[src/rtl/tx_fifo_pkg.sv]
// tx_fifo_pkg: shared types and constants for the TX FIFO pointer controller.
// Used by tx_fifo_ctrl_if, tx_ptr_wrap and tx_fifo_ctrl.
package tx_fifo_pkg;

    localparam int unsigned TX_FIFO_DEPTH = 6;
    localparam int unsigned TX_PTR_W      = 3;

    typedef enum logic [1:0] {
        IDLE   = 2'd0,
        ACTIVE = 2'd1,
        FLUSH  = 2'd2
    } fifo_state_t;

    // Pointer index plus wrap-toggle bit.
    typedef struct packed {
        logic                tog;
        logic [TX_PTR_W-1:0] idx;
    } ptr_t;

    // Occupancy from head/tail pointers. Modular PTR_W-bit arithmetic is exact
    // because the result never exceeds DEPTH, which fits in PTR_W bits.
    function automatic logic [TX_PTR_W-1:0] occupancy(input ptr_t wr, input ptr_t rd);
        logic [TX_PTR_W-1:0] depth_w;
        depth_w = TX_PTR_W'(TX_FIFO_DEPTH);
        if (wr.tog == rd.tog)
            return wr.idx - rd.idx;
        else
            return depth_w - (rd.idx - wr.idx);
    endfunction

endpackage

[src/rtl/tx_fifo_ctrl_if.sv]
// tx_fifo_ctrl_if: handshake and status bundle between the TX FIFO controller
// and its producer/consumer. Optional macro TX_FIFO_WATERMARK_EN adds
// almost_full / almost_empty.
interface tx_fifo_ctrl_if #(
    parameter int unsigned PTR_W = tx_fifo_pkg::TX_PTR_W
);
    logic             enq_req;
    logic             deq_req;
    logic             flush_req;
    logic             enq_ack;
    logic             deq_ack;
    logic [PTR_W-1:0] wr_ptr;
    logic [PTR_W-1:0] rd_ptr;
    logic             full;
    logic             empty;
    logic [PTR_W-1:0] count;
    logic             busy;
`ifdef TX_FIFO_WATERMARK_EN
    logic             almost_full;
    logic             almost_empty;
`endif

    // Requesting side (host writer / transmit reader).
    modport master (
        output enq_req, deq_req, flush_req,
        input  enq_ack, deq_ack, wr_ptr, rd_ptr, full, empty, count, busy
`ifdef TX_FIFO_WATERMARK_EN
        , input almost_full, almost_empty
`endif
    );

    // Controller side.
    modport slave (
        input  enq_req, deq_req, flush_req,
        output enq_ack, deq_ack, wr_ptr, rd_ptr, full, empty, count, busy
`ifdef TX_FIFO_WATERMARK_EN
        , output almost_full, almost_empty
`endif
    );

endinterface

[src/rtl/tx_ptr_wrap.sv]
// tx_ptr_wrap: modulo-DEPTH pointer with wrap-toggle bit. clr wins over inc.
// Any value >= DEPTH-1 wraps to 0 on increment, so a forced illegal value
// recovers on the next advance.
module tx_ptr_wrap #(
    parameter int unsigned DEPTH = tx_fifo_pkg::TX_FIFO_DEPTH,
    parameter int unsigned PTR_W = tx_fifo_pkg::TX_PTR_W
) (
    input  logic             clk,
    input  logic             rst,
    input  logic             inc,
    input  logic             clr,
    output logic [PTR_W-1:0] ptr,
    output logic             tog
);

    localparam logic [PTR_W-1:0] LAST = PTR_W'(DEPTH - 1);

    // Pointer/toggle register: clear, or advance with wrap.
    always_ff @(posedge clk or posedge rst) begin
        if (rst) begin
            ptr <= '0;
            tog <= 1'b0;
        end else if (clr) begin
            ptr <= '0;
            tog <= 1'b0;
        end else if (inc) begin
            if (ptr >= LAST) begin
                ptr <= '0;
                tog <= ~tog;
            end else begin
                ptr <= ptr + 1'b1;
            end
        end
    end

endmodule

[src/rtl/tx_fifo_ctrl.sv]
// tx_fifo_ctrl: head/tail pointer controller and access arbiter for the
// 6-entry TX FIFO. Grants enqueue/dequeue, derives full/empty/count from the
// registered pointers and sequences a one-cycle synchronous flush.
// Optional macro TX_FIFO_WATERMARK_EN adds registered almost_full/almost_empty.
module tx_fifo_ctrl
    import tx_fifo_pkg::*;
#(
    parameter int unsigned DEPTH = TX_FIFO_DEPTH,
    parameter int unsigned PTR_W = TX_PTR_W
) (
    input  logic               clk,
    input  logic               rst,
    tx_fifo_ctrl_if.slave      bus
);

    fifo_state_t      state;
    fifo_state_t      state_nxt;
    ptr_t             tail;
    ptr_t             head;
    logic             enq_ok;
    logic             deq_ok;
    logic             clr;
    logic             full_r;
    logic             empty_r;
    logic [PTR_W-1:0] cnt;
    logic [PTR_W-1:0] cnt_nxt;

    tx_ptr_wrap #(.DEPTH(DEPTH), .PTR_W(PTR_W)) u_tail (
        .clk (clk),
        .rst (rst),
        .inc (enq_ok),
        .clr (clr),
        .ptr (tail.idx),
        .tog (tail.tog)
    );

    tx_ptr_wrap #(.DEPTH(DEPTH), .PTR_W(PTR_W)) u_head (
        .clk (clk),
        .rst (rst),
        .inc (deq_ok),
        .clr (clr),
        .ptr (head.idx),
        .tog (head.tog)
    );

    // Flags, occupancy and grants from registered pointers and state.
    // Grants are also masked by flush_req (flush has priority) and by rst so
    // acks read 0 while reset is held.
    always_comb begin
        empty_r = (tail.idx == head.idx) && (tail.tog == head.tog);
        full_r  = (tail.idx == head.idx) && (tail.tog != head.tog);
        cnt     = occupancy(tail, head);
        clr     = (state == FLUSH);
        enq_ok  = bus.enq_req && !full_r  && (state != FLUSH) && !bus.flush_req && !rst;
        deq_ok  = bus.deq_req && !empty_r && (state != FLUSH) && !bus.flush_req && !rst;
        if (state == FLUSH)
            cnt_nxt = '0;
        else
            cnt_nxt = cnt + PTR_W'(enq_ok) - PTR_W'(deq_ok);
    end

    // FSM state register.
    always_ff @(posedge clk or posedge rst) begin
        if (rst)
            state <= IDLE;
        else
            state <= state_nxt;
    end

    // FSM next-state logic.
    always_comb begin
        state_nxt = state;
        unique case (state)
            IDLE: begin
                if (bus.flush_req)
                    state_nxt = FLUSH;
                else if (enq_ok)
                    state_nxt = ACTIVE;
            end
            ACTIVE: begin
                if (bus.flush_req)
                    state_nxt = FLUSH;
                else if (cnt_nxt == '0)
                    state_nxt = IDLE;
            end
            FLUSH: begin
                state_nxt = IDLE;
            end
            default: begin
                state_nxt = IDLE;
            end
        endcase
    end

    // Drive the status/handshake outputs.
    always_comb begin
        bus.enq_ack = enq_ok;
        bus.deq_ack = deq_ok;
        bus.wr_ptr  = tail.idx;
        bus.rd_ptr  = head.idx;
        bus.full    = full_r;
        bus.empty   = empty_r;
        bus.count   = cnt;
        bus.busy    = (state == FLUSH);
    end

`ifdef TX_FIFO_WATERMARK_EN
    logic almost_full_r;
    logic almost_empty_r;

    // Watermarks registered from the post-update occupancy.
    always_ff @(posedge clk or posedge rst) begin
        if (rst) begin
            almost_full_r  <= 1'b0;
            almost_empty_r <= 1'b1;
        end else begin
            almost_full_r  <= (cnt_nxt >= PTR_W'(DEPTH - 1));
            almost_empty_r <= (cnt_nxt <= PTR_W'(1));
        end
    end

    // Drive the watermark outputs.
    always_comb begin
        bus.almost_full  = almost_full_r;
        bus.almost_empty = almost_empty_r;
    end
`endif

endmodule

[src/flat_wrapper.sv]
// flat-port wrapper written by rule: the top's interface ports become plain ports
module tx_fifo_ctrl_flat import tx_fifo_pkg::*;
#(
    parameter int unsigned DEPTH = TX_FIFO_DEPTH,
    parameter int unsigned PTR_W = TX_PTR_W
)
  (clk, rst, bus_enq_req, bus_deq_req, bus_flush_req, bus_enq_ack, bus_deq_ack, bus_wr_ptr, bus_rd_ptr, bus_full, bus_empty, bus_count, bus_busy);
  tx_fifo_ctrl_if #(.PTR_W(PTR_W)) bus_i ();
  input  logic clk;
  input  logic rst;
  input wire logic [$bits(bus_i.enq_req)-1:0] bus_enq_req;
  input wire logic [$bits(bus_i.deq_req)-1:0] bus_deq_req;
  input wire logic [$bits(bus_i.flush_req)-1:0] bus_flush_req;
  output wire logic [$bits(bus_i.enq_ack)-1:0] bus_enq_ack;
  output wire logic [$bits(bus_i.deq_ack)-1:0] bus_deq_ack;
  output wire logic [$bits(bus_i.wr_ptr)-1:0] bus_wr_ptr;
  output wire logic [$bits(bus_i.rd_ptr)-1:0] bus_rd_ptr;
  output wire logic [$bits(bus_i.full)-1:0] bus_full;
  output wire logic [$bits(bus_i.empty)-1:0] bus_empty;
  output wire logic [$bits(bus_i.count)-1:0] bus_count;
  output wire logic [$bits(bus_i.busy)-1:0] bus_busy;
  assign bus_i.enq_req = bus_enq_req;
  assign bus_i.deq_req = bus_deq_req;
  assign bus_i.flush_req = bus_flush_req;
  assign bus_enq_ack = bus_i.enq_ack;
  assign bus_deq_ack = bus_i.deq_ack;
  assign bus_wr_ptr = bus_i.wr_ptr;
  assign bus_rd_ptr = bus_i.rd_ptr;
  assign bus_full = bus_i.full;
  assign bus_empty = bus_i.empty;
  assign bus_count = bus_i.count;
  assign bus_busy = bus_i.busy;
  tx_fifo_ctrl #(.DEPTH(DEPTH), .PTR_W(PTR_W)) u_core (.clk(clk), .rst(rst), .bus(bus_i));
endmodule
[config.mk]
export PLATFORM = sky130hd
export DESIGN_NAME = tx_fifo_ctrl_flat
export DESIGN_NICKNAME = d
export VERILOG_FILES = /design/src/rtl/tx_fifo_pkg.sv /design/src/rtl/tx_fifo_ctrl_if.sv /design/src/rtl/tx_ptr_wrap.sv /design/src/rtl/tx_fifo_ctrl.sv /design/src/flat_wrapper.sv
export SDC_FILE = /design/constraint.sdc
export NUM_CORES = 1
export LEC_CHECK = 0
export BUFFER_PORTS_ARGS = -buffer_cell sky130_fd_sc_hd__buf_2
export CORE_MARGIN = 3
export CORE_UTILIZATION = 40
export CTS_CLUSTER_SIZE = 24
export DETAILED_ROUTE_END_ITERATION = 7
export PLACE_DENSITY = 0.68
export SYNTH_ARGS = -nofsm -noshare
export SYNTH_HDL_FRONTEND = slang
export SYNTH_SLANG_ARGS = --single-unit
[constraint.sdc]
create_clock -name clk -period 3.6 [get_ports clk]
set_input_delay 0.36 -clock clk [delete_from_list [all_inputs] [get_ports clk]]
set_output_delay 0.36 -clock clk [all_outputs]
set_load 0.02 [all_outputs]
======== Word level (Yosys, flattened, before mapping) ========
Index checks and enable logic that the tools add are counted.
word-level totals
  bits in registers ....................... 10
  logic and storage cells ................. 66
operators by class
  $add $sub $neg .......................... 7
  equal/unequal tests ..................... 8
  muxes and demuxes ....................... 19
  $lt $le $gt $ge ......................... 2
  reduce and logical (&&, ||, !) cells .... 23
  bitwise gates (word level) .............. 2
operators with widths
  operator                                                  number
  two-way mux 3 bit                                         8
  logical AND 1 bit                                         10
  two-way mux 2 bit                                         4
  nonzero test 2 bit                                        4
  adder 3 x 1 -> 3 bit, second input constant               2
  greater-or-equal comparator 3 bit, second input constant  2
  two-way mux 1 bit                                         6
  AND reduction 2 bit                                       3
  subtractor 3 bit                                          2
  zero test 1 bit                                           4
  one-hot mux 2 bit (2 select lines)                        1
  adder 3 x 1 -> 3 bit                                      1
  == test 3 bit                                             1
  zero test 3 bit                                           1
  inequality test 3 x 2 -> 1 bit, second input constant     1
  inequality test 3 bit, second input constant              1
  subtractor 3 x 1 -> 3 bit                                 1
  subtractor 3 bit, first input constant                    1
  == test 2 x 1 -> 1 bit, second input constant             1
  == test 2 bit, second input constant                      1
  zero test 2 bit                                           1
  inequality test 2 bit, second input constant              1
  inverter 1 bit                                            2
  == test 1 bit                                             1
  inequality test 1 bit                                     1

======== Depth between registers and ports, before layout ========
  depth in word-level cells ............... 14
  mapped depth ............................ 15
  depth with buffers taken out ............ 15

======== Cells and area by module ========
From an unflattened synthesis, not the netlist that was laid out.
unflattened totals
  cell total of the unflattened synthesis .. 88
  area total of the unflattened synthesis .. 825.8 µm²
by module, submodules not included
  module        area an instance (µm²)  cells each  instances
  tx_ptr_wrap   222.7                   22          2
  tx_fifo_ctrl  380.4                   44          1

======== Least setup slack after synthesis ========
No wires, ideal clock.
  path kind ............................... register to register
  start point ............................. register u_core.u_head.ptr[1]
  end point ............................... register u_core.state[0]
  period minus slack after synthesis ...... 3.402 ns
  path slack .............................. 0.198 ns
  arrival ................................. 3.284 ns
  cell stages (with the launch flop) ...... 15
  required time ........................... 3.481 ns
  path buffers ............................ 0
  path through ............................ dfrtp_1 -> inv_1 -> ha_1 -> nand2_1 -> o311ai_1 -> inv_1 -> ha_1 -> inv_1 -> ha_1 -> inv_1 -> fa_1 -> xnor2_1 -> xnor2_1 -> xnor3_1 -> o21a_1
on the way
  elaborated cells on any way between the ends .. 24
  those cells by class .................... 5 x add/sub; 3 x eq/ne; 2 x mux; 14 x reduce/logical
RTL lines
  item                                      RTL line            RTL
  from (decl)                               tx_ptr_wrap.sv:12   output logic [PTR_W-1:0] ptr,
  from (signal assigned)                    tx_ptr_wrap.sv:31   ptr <= ptr + 1'b1;
  == test 3 bit                             tx_fifo_ctrl.sv:50  empty_r = (tail.idx == head.idx) && (tail.tog == head.tog);
  logical AND 1 bit                         tx_fifo_ctrl.sv:50
  zero test 1 bit                           tx_fifo_ctrl.sv:55  deq_ok = bus.deq_req && !empty_r && (state != FLUSH) && !bus.flush_req && !rst;
  logical AND 1 bit (4 in series)           tx_fifo_ctrl.sv:55
  via bus_deq_ack                           flat_wrapper.sv:15  output wire logic [$bits(bus_i.deq_ack)-1:0] bus_deq_ack;
  subtractor 3 x 1 -> 3 bit                 tx_fifo_ctrl.sv:59  cnt_nxt = cnt + PTR_W'(enq_ok) - PTR_W'(deq_ok);
  two-way mux 3 bit                         tx_fifo_ctrl.sv:56  if (state == FLUSH)
  zero test 3 bit                           tx_fifo_ctrl.sv:83  else if (cnt_nxt == '0)
  inequality test 3 x 2 -> 1 bit (no line)  --
  AND reduction 2 bit (no line)             --
  to (signal assigned)                      tx_fifo_ctrl.sv:67  state <= state_nxt;
  to (decl)                                 tx_fifo_ctrl.sv:16  fifo_state_t state;
The timed path passes the listed nets, and every way through them passes these cells.
A chain may end at the register's enable or synchronous reset.

======== Worst setup path after layout ========
  start point ............................. register u_core.u_head.ptr[1]
  end point ............................... register u_core.state[0]
on the way
  word-level cells in the longest chain between the ends .. 13
  elaborated cells on any way between the ends .. 24
  those cells by class .................... 5 x add/sub; 3 x eq/ne; 2 x mux; 14 x reduce/logical
ends and longest elaborated chain
  item
  branches (longest 12 deep; another with subtractor 3 bit)
  AND reduction 2 bit (no line) *
Every way passes the cells marked *.

==> results.yml <==
detailed_routing:
  drc: 0
  dr.pass1.iters: 4
  antenna_left: 0
  drt_wl_total_um: 1805
  wl_per_cell_um: 13.37
  via_per_inst: 5.200
  vias: 702
  dr.first_iter.drc_count: 12
floorplan:
  core_um2: 1839
  core.rowCount: 15
  floorplan.initialDensity_pct: 45.31
  io_pins: 19
  die-area_um2: 2667
  die_y_um: 51.64
  die_w_um: 51.64
timing:
  rsz0062_at_grt: "no"
  slew_headroom_pct: 56.44
  fin_ws_ns: 0.3251
  slew_violations: 0
  setup_tns_ns: 0
  period_minus_slack_ns: 3.275
  fmax_ghz: 0.3053
  holdWs_ns: 0.07737
  fin_crit_sh_pct: 90.97
  setup_viol: 0
  tightest_slew_ns: 0.6479
  clock_skew_ns: 0.004652
  hold_violations: 0
grt:
  grt_pass1_vias: 685
  antenna_found_initial: 0
  grt_overflow: 0
  grt_use_total_pct: 16.11
  grt_pass1_wl_um: 3125
  grt_max_degree: 11
cts:
  cts_buffers: 3
  cts_hold_buffers: 0
  cts_tree: "done"
  cts_buffer_depth: 2
  cts_sinks: 10
  cts_root_buf: "clkbuf_4"
  clk-insertion-delay-late_ns: 0.27
  htreeDepth: 1
  cts.reportedPaths.clkPinSlew_ns: 0.07
critical_path:
  worstReg2RegEnd: "u_core.state[0]$_DFFE_PP0P_"
  cp.arrival_ns: 3.45
  crit_path_start_kind: "flip-flop"
  cp_slowest_stage_delay_ns: 0.47
  cp_slowest_cell: "dfrtp_1"
  path_common_cell: "inv_1"
  end_kind: "flip-flop"
  ff2ff_setup_slack_ns: 0.33
  crit_fanout: 6
  crit_family: "adder cells"
  crit_buf_inv: 4
  path_class: "flip-flop to flip-flop"
  crit_chain: "inv_1, ha_1, nand2_1, o311ai_2, inv_1, ha_1, inv_1, ha_1, inv_1, fa_1, xnor2_1, xnor2_1, xnor3_1, o21a_1"
  rr_worst_depth: 14
  r2r-start: "u_core.u_head.ptr[1]$_DFFE_PP0P_"
  cp.required_ns: 3.77
finish:
  final_core_utilization_pct: 55.10
  drive_above_1_share_pct: 24.55
  stdcell_count: 135
  stdcell_area_um2: 1013
  nNetsFinal: 128
  num_antenna_cells: 0
  nFillCells: 181
  area_growth_pct: 21.62
synthesis:
  syn_area_per_cell_um2: 9.690
  synth_cell_type_count: 29
  netlist_instances: 86
  syn-num-nets: 103
  synth-warning-count: 0
  syn-cell-area_um2: 833.3
  yosysSeqAreaShare_pct: 30.03
  ys_ff_latch: 10
run_status:
  status: "complete, no violations"
placement:
  dp_slack_ns: 0.2200
  gp_congestion: 0.7512
  place_area_um2: 962.2
  dpl.cell_count: 130
  io_buffers: 18
  hpwl_um: 1401
run:
  max_cap_viol_count: 0
worst_hold_path:
  hold_path_class: "input port to asynchronous set/reset pin"
power_and_ir_drop:
  total_power_mw: 0.3479
  ir_drop_mv: 0.1977
  pwr_density_cell_nw_per_um2: 343.3
  p_leak_nw: 0.5227
-- synth_stat cells --
cell,count,share of area (%)
nor2_1,3,1.4
o21ai_0,4,2.4
nand3_1,1,0.60
o311ai_1,1,1.1
dfrtp_1,10,30
o31ai_1,3,2.7
or3b_1,1,1.1
o31a_1,1,1.1
nor3_1,2,1.2
nand2b_1,1,0.75
inv_1,13,5.9
xor2_1,1,1.1
xnor3_1,1,2.7
ha_1,10,15
nand2_1,4,1.8
xor2_2,1,2.0
o21a_1,1,0.90
a211oi_1,1,0.90
a31oi_1,1,0.75
mux2i_1,1,1.2
a21oi_1,6,3.6
or3_1,4,3.0
xnor2_1,6,6.3
nor2b_1,1,0.75
nand3b_1,3,2.7
nor3b_1,1,0.90
clkinv_1,1,0.45
o311ai_4,1,3.2
fa_1,2,4.8
-- power by group --
group,internal [mW],switching [mW],leakage [nW]
Combinational,0.0475,0.0708,0.365
Sequential,0.117,0.00794,0.137
Clock,0.0615,0.0430,0.0210
-- timing repair --
item,CTS,global route
buffers inserted,0,1
endpoints found under the setup margin,0,1
resized for setup,0,1
-- area by class of cell --
class                           instances  area (um2)  area share [%]
Multi-Input combinational cell         62       538.0           53.09
Inverter                               14       52.55           5.185
Tap cell                               25       31.28           3.086
Timing Repair Buffer                   20       105.1           10.37
Sequential cell                        10       250.2           24.69
Clock buffer                            4       36.28           3.580
-- metal layers --
layer | share of wire [%] | vias to the layer above | track usage (%)
li1 | - | 343 | -
met1 | 45 | 328 | 20.80
met2 | 47 | 24 | 24.79
met3 | 4.9 | 7 | 3.438
met4 | 3.3 | 0 | 9.170
met5 | 0 | - | 0
-- flip-flops by register name (all words and copies together) (netlist names) --
signal	cells
u_core.u_head.tog	1
u_core.u_tail.tog	1
u_core.u_tail.ptr	3
u_core.u_head.ptr	3
u_core.state	2
-- logic make-up (layout without fill, tap and decap cells) --
logic type / count (synthesis) / in the layout / share of synthesized area [%]
xor+xnor: 9 / 9 / 12.01
flops: 10 / 10 / 30.03
compound gates: 19 / 19 / 16.52
buf+inv: 14 / 38 / 6.306
fa+ha+maj: 12 / 12 / 19.82
simple gates: 21 / 21 / 14.11
mux: 1 / 1 / 1.201
-- worst max-delay path by stage --
stage                                      from                          end  depth (start not counted)
2_1_floorplan  u_core.u_head.ptr[1]$_DFFE_PP0P_  u_core.state[0]$_DFFE_PP0P_                         14
3_3_place_gp   u_core.u_head.ptr[1]$_DFFE_PP0P_  u_core.state[0]$_DFFE_PP0P_                         15
3_5_place_dp   u_core.u_head.ptr[1]$_DFFE_PP0P_  u_core.state[0]$_DFFE_PP0P_                         14
4_1_cts        u_core.u_head.ptr[1]$_DFFE_PP0P_  u_core.state[0]$_DFFE_PP0P_                         14
5_1_grt        u_core.u_head.ptr[1]$_DFFE_PP0P_  u_core.state[0]$_DFFE_PP0P_                         14
6_report       u_core.u_head.ptr[1]$_DFFE_PP0P_  u_core.state[0]$_DFFE_PP0P_                         14
-- cells in the final DEF (no fill, tap or decap), types with 2 or more instances in the layout --
master	synthesis	final
nand3b_1	3	3
nor2_1	3	3
nor3_1	2	2
inv_1	13	13
o31ai_1	3	3
o21ai_0	4	4
buf_4	0	2
or3_1	4	4
dfrtp_1	10	10
a21oi_1	6	6
fa_1	2	2
xnor2_1	6	6
ha_1	10	10
buf_2	0	18
clkbuf_4	0	3
nand2_1	4	4
No activity file was read; power rests on OpenSTA's default activity.
